$ cat config.mk
export PLATFORM = sky130hd
export DESIGN_NAME = wb_trace_buffer
export DESIGN_NICKNAME = d
export VERILOG_FILES = /design/src/rtl/wb_trace_buffer.sv
export SDC_FILE = /design/constraint.sdc
export NUM_CORES = 1
export LEC_CHECK = 0
export BUFFER_PORTS_ARGS = -buffer_cell sky130_fd_sc_hd__buf_2
export CORE_MARGIN = 2
export CORE_UTILIZATION = 46
export CTS_CLUSTER_DIAMETER = 60
export DETAILED_ROUTE_END_ITERATION = 16
export HOLD_SLACK_MARGIN = 0.03
export SYNTH_ARGS = -nofsm -noshare
export SYNTH_HDL_FRONTEND = slang
export SYNTH_SLANG_ARGS = --single-unit
$ cat constraint.sdc
create_clock -name clk -period 5.5 [get_ports clk]
set_clock_uncertainty 0.05 [all_clocks]
set_input_delay 0.275 -clock clk [delete_from_list [all_inputs] [get_ports clk]]
set_output_delay 0.275 -clock clk [all_outputs]
set_load 0.05 [all_outputs]
$ cat src/rtl/wb_trace_buffer.sv
// Retirement trace buffer: captures non-x0 register writebacks with a sequence tag
// and streams them to a host over valid/ready; flushes and flags done after halt.
module wb_trace_buffer #(
    parameter int DEPTH = 16,
    parameter int SEQ_W = 16
) (
    input  logic             clk,
    input  logic             reset,
    input  logic             reg_write_sig,
    input  logic [4:0]       reg_num,
    input  logic [31:0]      reg_data,
    input  logic             halt_in,
    output logic             out_valid,
    input  logic             out_ready,
    output logic [4:0]       out_reg_num,
    output logic [31:0]      out_reg_data,
    output logic [SEQ_W-1:0] out_seq,
    output logic             overflow,
    output logic [7:0]       drop_count,
    output logic             done
);

    localparam int PTR_W = $clog2(DEPTH);

    localparam logic [1:0] ST_CAPTURE = 2'd0;
    localparam logic [1:0] ST_DRAIN   = 2'd1;
    localparam logic [1:0] ST_DONE    = 2'd2;

    localparam logic [PTR_W:0]   CNT_ZERO   = {(PTR_W+1){1'b0}};
    localparam logic [PTR_W:0]   CNT_ONE    = {{PTR_W{1'b0}}, 1'b1};
    localparam logic [PTR_W:0]   CNT_FULL   = (PTR_W+1)'(DEPTH);
    localparam logic [PTR_W-1:0] PTR_ZERO   = {PTR_W{1'b0}};
    localparam logic [PTR_W-1:0] PTR_ONE    = {{(PTR_W-1){1'b0}}, 1'b1};
    localparam logic [SEQ_W-1:0] SEQ_ZERO   = {SEQ_W{1'b0}};
    localparam logic [SEQ_W-1:0] SEQ_ONE    = {{(SEQ_W-1){1'b0}}, 1'b1};

    logic [1:0]       state_r;
    logic [1:0]       state_next_s;
    logic [PTR_W:0]   count_r;
    logic [PTR_W:0]   count_next_s;
    logic [PTR_W:0]   count_after_pop_s;
    logic [PTR_W-1:0] wr_ptr_r;
    logic [PTR_W-1:0] wr_ptr_next_s;
    logic [PTR_W-1:0] rd_ptr_r;
    logic [PTR_W-1:0] rd_ptr_next_s;
    logic [SEQ_W-1:0] seq_r;
    logic [SEQ_W-1:0] seq_next_s;

    logic [4:0]       num_mem_r  [DEPTH];
    logic [31:0]      data_mem_r [DEPTH];
    logic [SEQ_W-1:0] seq_mem_r  [DEPTH];

    logic             out_valid_r;
    logic [4:0]       out_reg_num_r;
    logic [31:0]      out_reg_data_r;
    logic [SEQ_W-1:0] out_seq_r;
    logic             overflow_r;
    logic [7:0]       drop_count_r;
    logic             done_r;

    logic             event_s;
    logic             capture_s;
    logic             full_s;
    logic             pop_s;
    logic             push_s;
    logic             drop_s;
    logic [4:0]       head_num_s;
    logic [31:0]      head_data_s;
    logic [SEQ_W-1:0] head_seq_s;
    logic [7:0]       drop_count_next_s;

    assign event_s   = reg_write_sig && (reg_num != 5'd0);
    assign capture_s = (state_r == ST_CAPTURE) && event_s;
    assign full_s    = (count_r == CNT_FULL);
    assign pop_s     = (count_r != CNT_ZERO) && out_ready;
    // A full FIFO still takes a new entry when the head leaves in the same cycle
    assign push_s    = capture_s && (!full_s || pop_s);
    assign drop_s    = capture_s && full_s && !pop_s;

    // FIFO occupancy, pointer, sequence and drop bookkeeping
    always_comb begin
        count_next_s      = count_r;
        wr_ptr_next_s     = wr_ptr_r;
        rd_ptr_next_s     = rd_ptr_r;
        seq_next_s        = seq_r;
        drop_count_next_s = drop_count_r;
        case ({push_s, pop_s})
            2'b10:   count_next_s = count_r + CNT_ONE;
            2'b01:   count_next_s = count_r - CNT_ONE;
            default: count_next_s = count_r;
        endcase
        if (push_s) begin
            wr_ptr_next_s = wr_ptr_r + PTR_ONE;
        end else begin
            wr_ptr_next_s = wr_ptr_r;
        end
        if (pop_s) begin
            rd_ptr_next_s = rd_ptr_r + PTR_ONE;
        end else begin
            rd_ptr_next_s = rd_ptr_r;
        end
        if (capture_s) begin
            seq_next_s = seq_r + SEQ_ONE;
        end else begin
            seq_next_s = seq_r;
        end
        if (drop_s && (drop_count_r != 8'hFF)) begin
            drop_count_next_s = drop_count_r + 8'd1;
        end else begin
            drop_count_next_s = drop_count_r;
        end
    end

    // Head of the FIFO as it will stand after this edge, so outputs can be registered
    always_comb begin
        head_num_s  = 5'd0;
        head_data_s = 32'd0;
        head_seq_s  = SEQ_ZERO;
        if (pop_s) begin
            count_after_pop_s = count_r - CNT_ONE;
        end else begin
            count_after_pop_s = count_r;
        end
        if (count_after_pop_s == CNT_ZERO) begin
            head_num_s  = reg_num;
            head_data_s = reg_data;
            head_seq_s  = seq_r;
        end else begin
            head_num_s  = num_mem_r[rd_ptr_next_s];
            head_data_s = data_mem_r[rd_ptr_next_s];
            head_seq_s  = seq_mem_r[rd_ptr_next_s];
        end
    end

    // Capture / drain / done sequencing
    always_comb begin
        state_next_s = state_r;
        case (state_r)
            ST_CAPTURE: begin
                if (halt_in) begin
                    state_next_s = ST_DRAIN;
                end else begin
                    state_next_s = ST_CAPTURE;
                end
            end
            ST_DRAIN: begin
                if (count_r == CNT_ZERO) begin
                    state_next_s = ST_DONE;
                end else begin
                    state_next_s = ST_DRAIN;
                end
            end
            ST_DONE:  state_next_s = ST_DONE;
            default:  state_next_s = ST_CAPTURE;
        endcase
    end

    // Entry storage; contents are only meaningful between the read and write pointers
    always_ff @(posedge clk) begin
        if (push_s) begin
            num_mem_r[wr_ptr_r]  <= reg_num;
            data_mem_r[wr_ptr_r] <= reg_data;
            seq_mem_r[wr_ptr_r]  <= seq_r;
        end
    end

    // Control state and registered stream outputs
    always_ff @(posedge clk) begin
        if (reset) begin
            state_r        <= ST_CAPTURE;
            count_r        <= CNT_ZERO;
            wr_ptr_r       <= PTR_ZERO;
            rd_ptr_r       <= PTR_ZERO;
            seq_r          <= SEQ_ZERO;
            out_valid_r    <= 1'b0;
            out_reg_num_r  <= 5'd0;
            out_reg_data_r <= 32'd0;
            out_seq_r      <= SEQ_ZERO;
            overflow_r     <= 1'b0;
            drop_count_r   <= 8'd0;
            done_r         <= 1'b0;
        end else begin
            state_r        <= state_next_s;
            count_r        <= count_next_s;
            wr_ptr_r       <= wr_ptr_next_s;
            rd_ptr_r       <= rd_ptr_next_s;
            seq_r          <= seq_next_s;
            out_valid_r    <= (count_next_s != CNT_ZERO);
            out_reg_num_r  <= head_num_s;
            out_reg_data_r <= head_data_s;
            out_seq_r      <= head_seq_s;
            overflow_r     <= overflow_r | drop_s;
            drop_count_r   <= drop_count_next_s;
            done_r         <= (state_next_s == ST_DONE);
        end
    end

    assign out_valid    = out_valid_r;
    assign out_reg_num  = out_reg_num_r;
    assign out_reg_data = out_reg_data_r;
    assign out_seq      = out_seq_r;
    assign overflow     = overflow_r;
    assign drop_count   = drop_count_r;
    assign done         = done_r;

endmodule

---- Word level (Yosys, flattened, before mapping) ----
Memories as Yosys holds them, arrays and structs flattened.
Index checks and enable logic that the tools add are counted.
word-level totals
  register bits ........................... 95
  memory bits (writable) .................. 848
  input port bits ......................... 42
  output and inout port bits .............. 64
  word-level logic and storage cells ...... 56
  memories kept ........................... 3
memory list
  name        depth  bits a word  rd ports  clocked after Yosys merged registers in  write ports  RTL line  RTL
  data_mem_r  16     32           1         0                                        1            50        logic [31:0] data_mem_r [DEPTH];
  seq_mem_r   16     16           1         0                                        1            51        logic [SEQ_W-1:0] seq_mem_r [DEPTH];
  num_mem_r   16     5            1         0                                        1            49        logic [4:0] num_mem_r [DEPTH];
cells by class
  add/subtract/negate cells ............... 6
  eq/ne operators ......................... 7
  multiplexer cells ....................... 11
  bitwise gates (word level) .............. 1
  reduce and logical (&&, ||, !) cells .... 16
operators with widths
  operator                                                             number
  32-bit 2-to-1 mux                                                    1
  16-bit by 1-bit adder with 16-bit output (second input constant)     1
  16-bit 2-to-1 mux                                                    1
  5-bit nonzero test                                                   3
  5-bit logical NOT                                                    2
  5-bit 2-to-1 mux                                                     2
  5-bit case mux with 2 select lines                                   1
  4-bit by 1-bit adder with 4-bit output (second input constant)       2
  8-bit by 1-bit adder with 8-bit output (second input constant)       1
  8-bit inequality test (second input constant)                        1
  1-bit logical AND                                                    7
  2-bit == test (second input constant)                                3
  2-bit case mux with 3 select lines                                   1
  5-bit by 1-bit adder with 5-bit output (second input constant)       1
  5-bit == test (second input constant)                                1
  5-bit by 1-bit subtractor with 5-bit output (second input constant)  1
  2-bit by 1-bit == test with 1-bit output (second input constant)     2
  4-bit 2-to-1 mux                                                     1
  1-bit 2-to-1 mux                                                     3
  1-bit logical NOT                                                    2
  2-bit logical NOT                                                    1
  2-bit 2-to-1 mux                                                     1
  1-bit logical OR                                                     1
  1-bit OR                                                             1

---- Longest topological paths before layout ----
Gate-level depths: netlist of the first run.
  depth after elaboration ................. 7
  gate-level depth with buffers ........... 13
  depth with buffers taken out ............ 8

---- Worst setup path before layout of the first run ----
Ideal clock, no wire load.
  kind .................................... register to register
  start ................................... register count_r[0]
  end ..................................... memory data_mem_r[3][0] (enable)
  data arrival time ....................... 5.105 ns
  slack ................................... -0.184 ns
  stages on the path, launching flop included .. 9
  buffers on the path ..................... 2
  clock period less this slack ............ 5.684 ns
  cell sequence ........................... dfxtp_1 -> buf_2 -> inv_1 -> ha_1 -> nand4_1 -> and2_1 -> clkbuf_1 -> nand2_1 -> nor3_1
between the ends
  word-level cells in the longest chain between the ends .. 6
  elaborated cells on any way between the ends .. 8
  classes of those cells .................. eq/ne: 1; mux: 2; reduce/logical: 5
RTL lines
  item                                                    RTL line  RTL
  start, declared                                         39        logic [PTR_W:0] count_r;
  start signal, assigned                                  184       count_r <= count_next_s;
  5-bit == test or 5-bit nonzero test (tied branches)     74, 75
  1-bit logical NOT or 1-bit logical AND (tied branches)  77, 75
  1-bit logical OR (*)                                    77        assign push_s = capture_s && (!full_s || pop_s);
  1-bit logical AND (*)                                   77
  1-bit 2-to-1 mux (*)                                    160       if (push_s) begin
  1-bit 2-to-1 mux (implied by the code) (*)              162       data_mem_r[wr_ptr_r] <= reg_data;
  end, declared                                           50
Mark *: on every way between the ends. The rest lies on a longest branch, timed or not.

---- Worst setup path after layout of the first run ----
  start ................................... register count_r[0]
  end ..................................... register out_reg_data_r[23], in the netlist out_reg_data[23]
between the ends
  word-level cells in the longest chain between the ends .. 5
  elaborated cells on any way between the ends .. 8
  classes of those cells .................. add/sub: 1; mux: 3; reduce/logical: 3; memory: 1
RTL lines
  item                                                          RTL line  RTL
  5-bit nonzero test                                            75        assign pop_s = (count_r != CNT_ZERO) && out_ready;
  1-bit logical AND                                             75
  4-bit 2-to-1 mux or 5-bit 2-to-1 mux (tied branches)          97, 119
  memory read 16 x 32 bit or 5-bit logical NOT (tied branches)  n/a
  32-bit 2-to-1 mux (*)                                         124       if (count_after_pop_s == CNT_ZERO) begin
  end signal, assigned                                          190       out_reg_data_r <= head_data_s;
  end, declared                                                 55        logic [31:0] out_reg_data_r;
Marks and branches as above.
A chain may end at the register's enable or synchronous reset.

==> metrics.txt, run 1 <==
outcome finished, final reports clean; fin cells roughly 5000; Die Y about 320 um; critical path endpoint out_reg_data[23]$_SDFF_PP0_; Mapped Area 46400 um^2; Mapped Nets 3611; Register Area approximately 27000 um^2; CTS Sinks between 900 and 1000; Routed WL per cell roughly 29 um; clk root buf clkbuf_16; DRC 0; Final #Nets around 3600; Synth Area in Simple Gates under 10%; mux cell area share after synthesis roughly 16%; CTS Buf Count approximately 110; most common cell in the synthesized netlist edfxtp_1; Worst R2R End out_reg_data[23]$_SDFF_PP0_; Multi-input gate area about 18000 um^2; DIE AREA between 100000 and 150000 um^2; Avg Cell Area, Syn ~13 um^2; hpwl dp between 70000 and 80000 um; Pleak 16.5 nW; top post-synthesis cells by count edfxtp_1, mux2i_1, a211oi_1; post-synthesis adder-cell area fraction less than 1%; Die X 321 um; TritonCTS clock tree built; Filler cells 8195; routed vias roughly 33000; synthesized-area fraction occupied by xor and xnor cells less than 1%; Seq cells post-synth between 900 and 1000; Synth area leaders edfxtp_1, mux2i_1, dfxtp_1; Slew headroom 17.6%; area of the core roughly 100000 um^2; dpl cells about 4700; register area share after synthesis 59.0%; R2R setup slack around 1.4 ns; Max Clk Rate between 200 and 250 MHz; hold buffer count at cts 38; total grt overflow 0; VDD IR-drop max between 300 and 400 uV; Max Slew Vio Count 0; Crit Path Category flip-flop to flip-flop; power per cell area 488 nW/um^2; H-tree depth 3; Yosys top cell by area edfxtp_1; RSZ-0062 raised after global routing false; part of the cycle the worst path needs around 75%; antenna-violating nets left 0; maximum buffer depth of the clock tree 3; area delta synth->final 12.9%; IO buf count around 110; Worst Path Arrival between 4 and 5 ns; Final GP Congestion between 0.8 and 0.9; Yosys cell types 71; worst r2r src count_r[0]$_SDFF_PP0_; Ports about 110; DR vias/cell about 6.6; Hold Path Class primary input to flip-flop; top cell type's share of synthesized area a little over half; share of layout cells above drive strength 1 16.9%; Finish-stage setup viols 0; PostCTS Resize Cnt 0; diodes inserted 0; max_cap viols 0; Synth Area in Compound Gates 13.7%; final worst slack 1.37 ns; FFs w/ async S/R, synth 0%; pre-CTS setup slack around 1.5 ns; Worst setup SP type flip-flop; CP Launch Point count_r[0]$_SDFF_PP0_; EDFF count, synth ~850; Routed WL 144000 um; antenna violations before repair 8; largest net degree at the start of global routing roughly 190; worst reg2reg path depth 9; crit end category flip-flop; row cnt 116; Initial Util about 46%; Syn. warnings 0; Setup TNS 0 ns; Clock Latency Late Sink 0.70 ns; clock slew at reported path FFs roughly 0.060 ns; postcts setup bufs 0; Synth Flop Type edfxtp_1; largest family of logic cells by synthesized area multiplexers; Pre-Repair DR Iteration Count 5; vias in the first global route ~33000; global-route wire length before repair between 200000 and 250000 um; post-route minimum period just over 4 ns; Fin. Hold Viols 0; Required @ worst endpoint roughly 6 ns; Least-Margin Pin Slew around 1.2 ns; Cells after Synth 3559; Total GRT Usage between 20% and 30%; crit-path max FO 84; initial drt markers approximately 3800
## registers in the layout, summed over array words and instances, names as in the netlist, 2 cells and up
| register | flops |
|---|---|
| out_reg_data | 32 |
| seq_mem_r | 256 |
| data_mem_r | 512 |
| state_r | 2 |
| num_mem_r | 80 |
| count_r | 5 |
| drop_count | 8 |
| out_reg_num | 5 |
| out_seq | 16 |
| wr_ptr_r | 4 |
| rd_ptr_r | 4 |
| seq_r | 16 |
## power by group
part | leakage [nW] | internal [mW] | switching, mW
combinational | 6.22 | 3.36 | 6.28
sequential | 8.53 | 8.24 | 0.314
clock | 1.76 | 4.36 | 2.95
## cell usage in the layout, fill, tap and decap left out, types with 20 or more instances in the layout
cell type and instances:
o211ai_1 20, o22ai_1 55, and2_1 25, a21oi_1 127, nor2b_1 180, nand2_1 91, buf_2 104, mux4_2 35
clkbuf_1 24, nand4_1 39, dfxtp_1 92, nor2_1 121, nand3_1 86, a211oi_1 189, a22oi_1 39, a221oi_1 42
o221ai_1 53, edfxtp_1 848, nor3_1 26, buf_4 69, a31oi_1 52, a2111oi_0 35, o2111ai_1 28, buf_12 26
clkbuf_16 107, mux2i_1 483, mux2_2 150, o21ai_0 185, dlygate4sd3_1 38, and3_1 20
## cell type report
type	count	share of cell area, %
Clock buffer	143	5.60
Clock inverter	58	1.32
Inverter	10	0.0717
Multi-Input combinational cell	2287	33.9
Sequential cell	943	52.3
Tap cell	1298	3.10
Timing Repair Buffer	237	3.71
## cell families after synthesis
family	count (synthesis)
DFF	943
AOI/OAI and AO/OA	919
muxes	668
and+or+nand+nor	660
buffers and inverters	329
xor gates and xnor gates	30
adders and majority gates	10
## how the worst min path moves through the flow
stage,start,end,slack [ns],cells after the start
2_1_floorplan,reg_data[0],data_mem_r[0][0]$_DFFE_PP_,0.32,0
3_3_place_gp,state_r[1]$_SDFF_PP0_,state_r[0]$_SDFF_PP0_,0.39,1
3_5_place_dp,state_r[1]$_SDFF_PP0_,state_r[0]$_SDFF_PP0_,0.40,1
4_1_cts,reg_write_sig,seq_r[1]$_SDFFE_PP0P_,0.11,5
5_1_grt,reset,drop_count[1]$_SDFFE_PP0P_,0.17,3
6_report,reset,drop_count[0]$_SDFFE_PP0P_,0.17,3
## worst max-delay path, stage by stage (launching register included)
cell and delay (ns):
dfxtp_1 0.38, inv_1 0.15, ha_1 0.21, or4b_4 0.84
nand2_4 0.67, buf_12 0.43, a211oi_1 0.10, a211oi_1 0.35
a2111oi_0 0.16, nor3_1 0.52
## metrics by stage
stage          instance area, um^2  hold slack [ns]  util [%]  power [mW]
6_report                     52300            0.169      52.3        25.5
2_1_floorplan                46400            0.324         -        15.4
3_5_place_dp                 48300            0.403      48.3        18.2
4_1_cts                      52300            0.110      52.3        25.5
5_1_grt                      52300            0.169      52.3        26.5
3_3_place_gp                 48300            0.387      48.3        18.0
## routing by layer
| layer | GRT usage [%] | routed length (um) | up-vias |
|---|---|---|---|
| li1 | - | - | 14200 |
| met1 | 38.2 | 60900 | 16600 |
| met2 | 43.1 | 66300 | 1681 |
| met3 | 4.33 | 12300 | 315 |
| met4 | 8.87 | 4130 | 6 |
| met5 | 0 | 34 | - |
No activity file was read; power rests on OpenSTA's default activity.
==> run 2: changes to the inputs <==
--- a/config.mk
+++ b/config.mk
@@ -5,6 +5,7 @@
 export SDC_FILE = /design/constraint.sdc
 export NUM_CORES = 1
 export LEC_CHECK = 0
+export ABC_AREA = 1
 export BUFFER_PORTS_ARGS = -buffer_cell sky130_fd_sc_hd__buf_2
 export CORE_MARGIN = 2
 export CORE_UTILIZATION = 46
==> constraint.sdc (replaced) <==
create_clock -name clk -period 4.3 [get_ports clk]
set_clock_uncertainty 0.05 [all_clocks]
set_input_delay 0.215 -clock clk [delete_from_list [all_inputs] [get_ports clk]]
set_output_delay 0.215 -clock clk [all_outputs]
set_load 0.05 [all_outputs]
==> run 2 against run 1 <==
  * Clock power grew 25%
  * Sequential power grew 27%
  * Final area shrank 11%
  * Combinational power grew 70%
  * Setup slack lost 0.21 ns
  * Die area shrank 12%
  * Hold slack lost 0.091 ns
  * Synthesized cell count grew 11%
  * Largest cell class unchanged
==> metrics.txt, run 2 <==
FFs w/ async S/R, synth 0% (unchanged); EDFF count, synth 848 (unchanged); DIE AREA 90400 um^2 (-12%); Worst setup SP type flip-flop; Yosys cell types 33 (-54%); row cnt 108 (-6.9%); Top reg by flops data_mem_r; PostCTS Resize Cnt 0 (unchanged); Max Slew Vio Count 0 (unchanged); CTS Buf Count 103 (-2.8%); Initial Util 46.5% (+0.18 points); dpl cells 5037 (+6.3%); Die X 301 um (-6.5%); CTS Sinks 943 (unchanged); area of the core 87000 um^2 (-13%); highest-count cells in the layout ignoring fill and taps nand3_1, nand2_1, edfxtp_1, inv_1, clkbuf_16; Hold Path Class primary input to flip-flop; routed vias 28100 (-14%); top cell type's share of synthesized area 62.9% (+7.9 points); Pwr Total 36.4 mW (+43%); Pleak 19.2 nW (+16%); post-layout util 53.3% (+0.97 points); part of the cycle the worst path needs 73.0% (-2.0 points); TritonCTS clock tree built; Clock Latency Late Sink 0.67 ns (-0.03 ns); Fin. Hold Viols 0 (unchanged); Routed WL 108000 um (-25%); max reg flops 512 (unchanged); Pre-Repair DR Iteration Count 6 (+1); Syn. warnings 0 (unchanged); power per cell area 785 nW/um^2 (+61%); Die Y 301 um (-6.5%); Total GRT Usage 23.8% (-3.4 points); max_cap viols 0 (unchanged); Final GP Congestion 0.779 (-7.1%); RSZ-0062 raised after global routing false; Mapped Area 40500 um^2 (-13%); area delta synth->final 14.5%; post-route minimum period 3.14 ns (-0.986 ns); IO buf count 105 (unchanged); Routed WL per cell 20.5 um (-29%); maximum buffer depth of the clock tree 3 (unchanged); Max Clk Rate 318 MHz (+31%); H-tree depth 3 (unchanged); Mapped Nets 3992 (+11%); Cells after Synth 3940 (+11%); final hold slack 0.0783 ns (-0.0906 ns); register area share after synthesis 67.6% (+8.5 points); Worst Path Arrival 3.72 ns (-0.88 ns); share of layout cells above drive strength 1 9.21% (-7.7 points); outcome finished, final reports clean; top post-synthesis cells by count nand3_1, nand2_1, edfxtp_1; Seq cells post-synth 943 (unchanged); worst-path cell chain inv_1 > ha_1 > nand3_2 > nand2_4 > inv_2 > nand2_1 > nand2_4 > buf_4 > nand3_1 > nand3_1 > nand3_1 > nand3_1 > nand2_1 > inv_1; VDD IR-drop max 969 uV (+170%); Largest regs data_mem_r: 512 flops, seq_mem_r: 256 flops, num_mem_r: 80 flops; clk root buf clkbuf_16; Final #Nets 4078 (+12%); Cell Area, Placed 42400 um^2 (-12%); Synth area leaders edfxtp_1, nand3_1, nand2_1; Synth Flop Type edfxtp_1; crit-path max FO 52 (-38%); Worst path most repeated cell nand3_1; global-route wire length before repair 163000 um (-23%); fin cells 5270 (+5.9%); DRC 0 (unchanged); Required @ worst endpoint 4.88 ns (-1.09 ns); hpwl dp 53200 um (-32%); commonest non-fill, non-tap cell in the layout nand3_1; crit end category flip-flop; Finish-stage setup viols 0 (unchanged); Crit Path Category flip-flop to flip-flop; Setup TNS 0 ns (unchanged); Final Instance Area 46400 um^2 (-11%); antenna violations before repair 1 (-7); Slew headroom 33.6% (+16 points); Yosys top cell by area edfxtp_1; Least-Margin Pin Slew 0.996 ns (-0.240 ns); total grt overflow 0 (unchanged); Slowest-stage cell, CP nand2_4; Ports 106 (unchanged); DR vias/cell 5.32 (-19%); antenna-violating nets left 0 (unchanged); initial drt markers 2798 (-27%); biggest cell delay along the critical path 0.64 ns (-0.20 ns); Avg Cell Area, Syn 10.3 um^2 (-21%); final worst slack 1.16 ns (-0.214 ns); vias in the first global route 26900 (-17%); most common cell in the synthesized netlist nand3_1; clock slew at reported path FFs 0.06 ns (about the same); pre-CTS setup slack 1.13 ns (-0.325 ns); largest net degree at the start of global routing 181 (-2.7%)
run 2: final timing paths:
kind | start | endpoint | slack (ns) | cells after the start
min reg2reg | drop_count[4]$_SDFFE_PP0P_ | drop_count[4]$_SDFFE_PP0P_ | 0.42 | 2
max reg2reg | count_r[0]$_SDFF_PP0_ | out_reg_data[0]$_SDFF_PP0_ | 1.16 | 14
min | reset | seq_r[7]$_SDFFE_PP0P_ | 0.08 | 2
max | count_r[0]$_SDFF_PP0_ | out_reg_data[0]$_SDFF_PP0_ | 1.16 | 14
run 2: kinds of logic after synthesis:
kind of cell | share of synthesized area, %
buf+inv | 7.78
xor+xnor | 0.256
simple gates | 23.1
compound gates | 0.976
flops | 67.6
fa+ha+maj | 0.309
run 2: power by group:
group / switching [mW] / leakage [nW] / total, mW / internal, mW
logic: 11.7 / 8.89 / 16.4 / 4.71
clock network: 3.63 / 1.73 / 9.15 / 5.52
registers: 0.282 / 8.54 / 10.9 / 10.6
run 2: final cells by class:
cell class	count	area [um^2]
fill	7610	40600
sequential	943	27400
multi-input combinational	2224	10200
clock buffer	136	2850
inverter	532	2000
timing repair buffer	222	1840
tap	1155	1450
clock inverter	57	714
antenna	1	2.50
run 2: worst max-delay path: cells and delay by family, from the launching register on:
| family | cells | cell delay [ns] |
|---|---|---|
| simple gates | 9 | 1.53 |
| buf+inv | 4 | 0.85 |
| flops | 1 | 0.39 |
| fa+ha+maj | 1 | 0.25 |
run 2: per-layer routing:
metal  vias up  global-route usage, %  share of wire, %
met5         -                      0                 0
met4         0                   8.21               3.2
met3       203                   3.24               6.4
met2      1001                   39.8                48
met1     13500                   32.0                42
li1      13400                      -                 -
run 2: what timing repair did:
action,CTS,global route
setup buffers,0,0
hold buffers,39,0
endpoints found under the hold margin,626,0
setup endpoints to repair,0,0
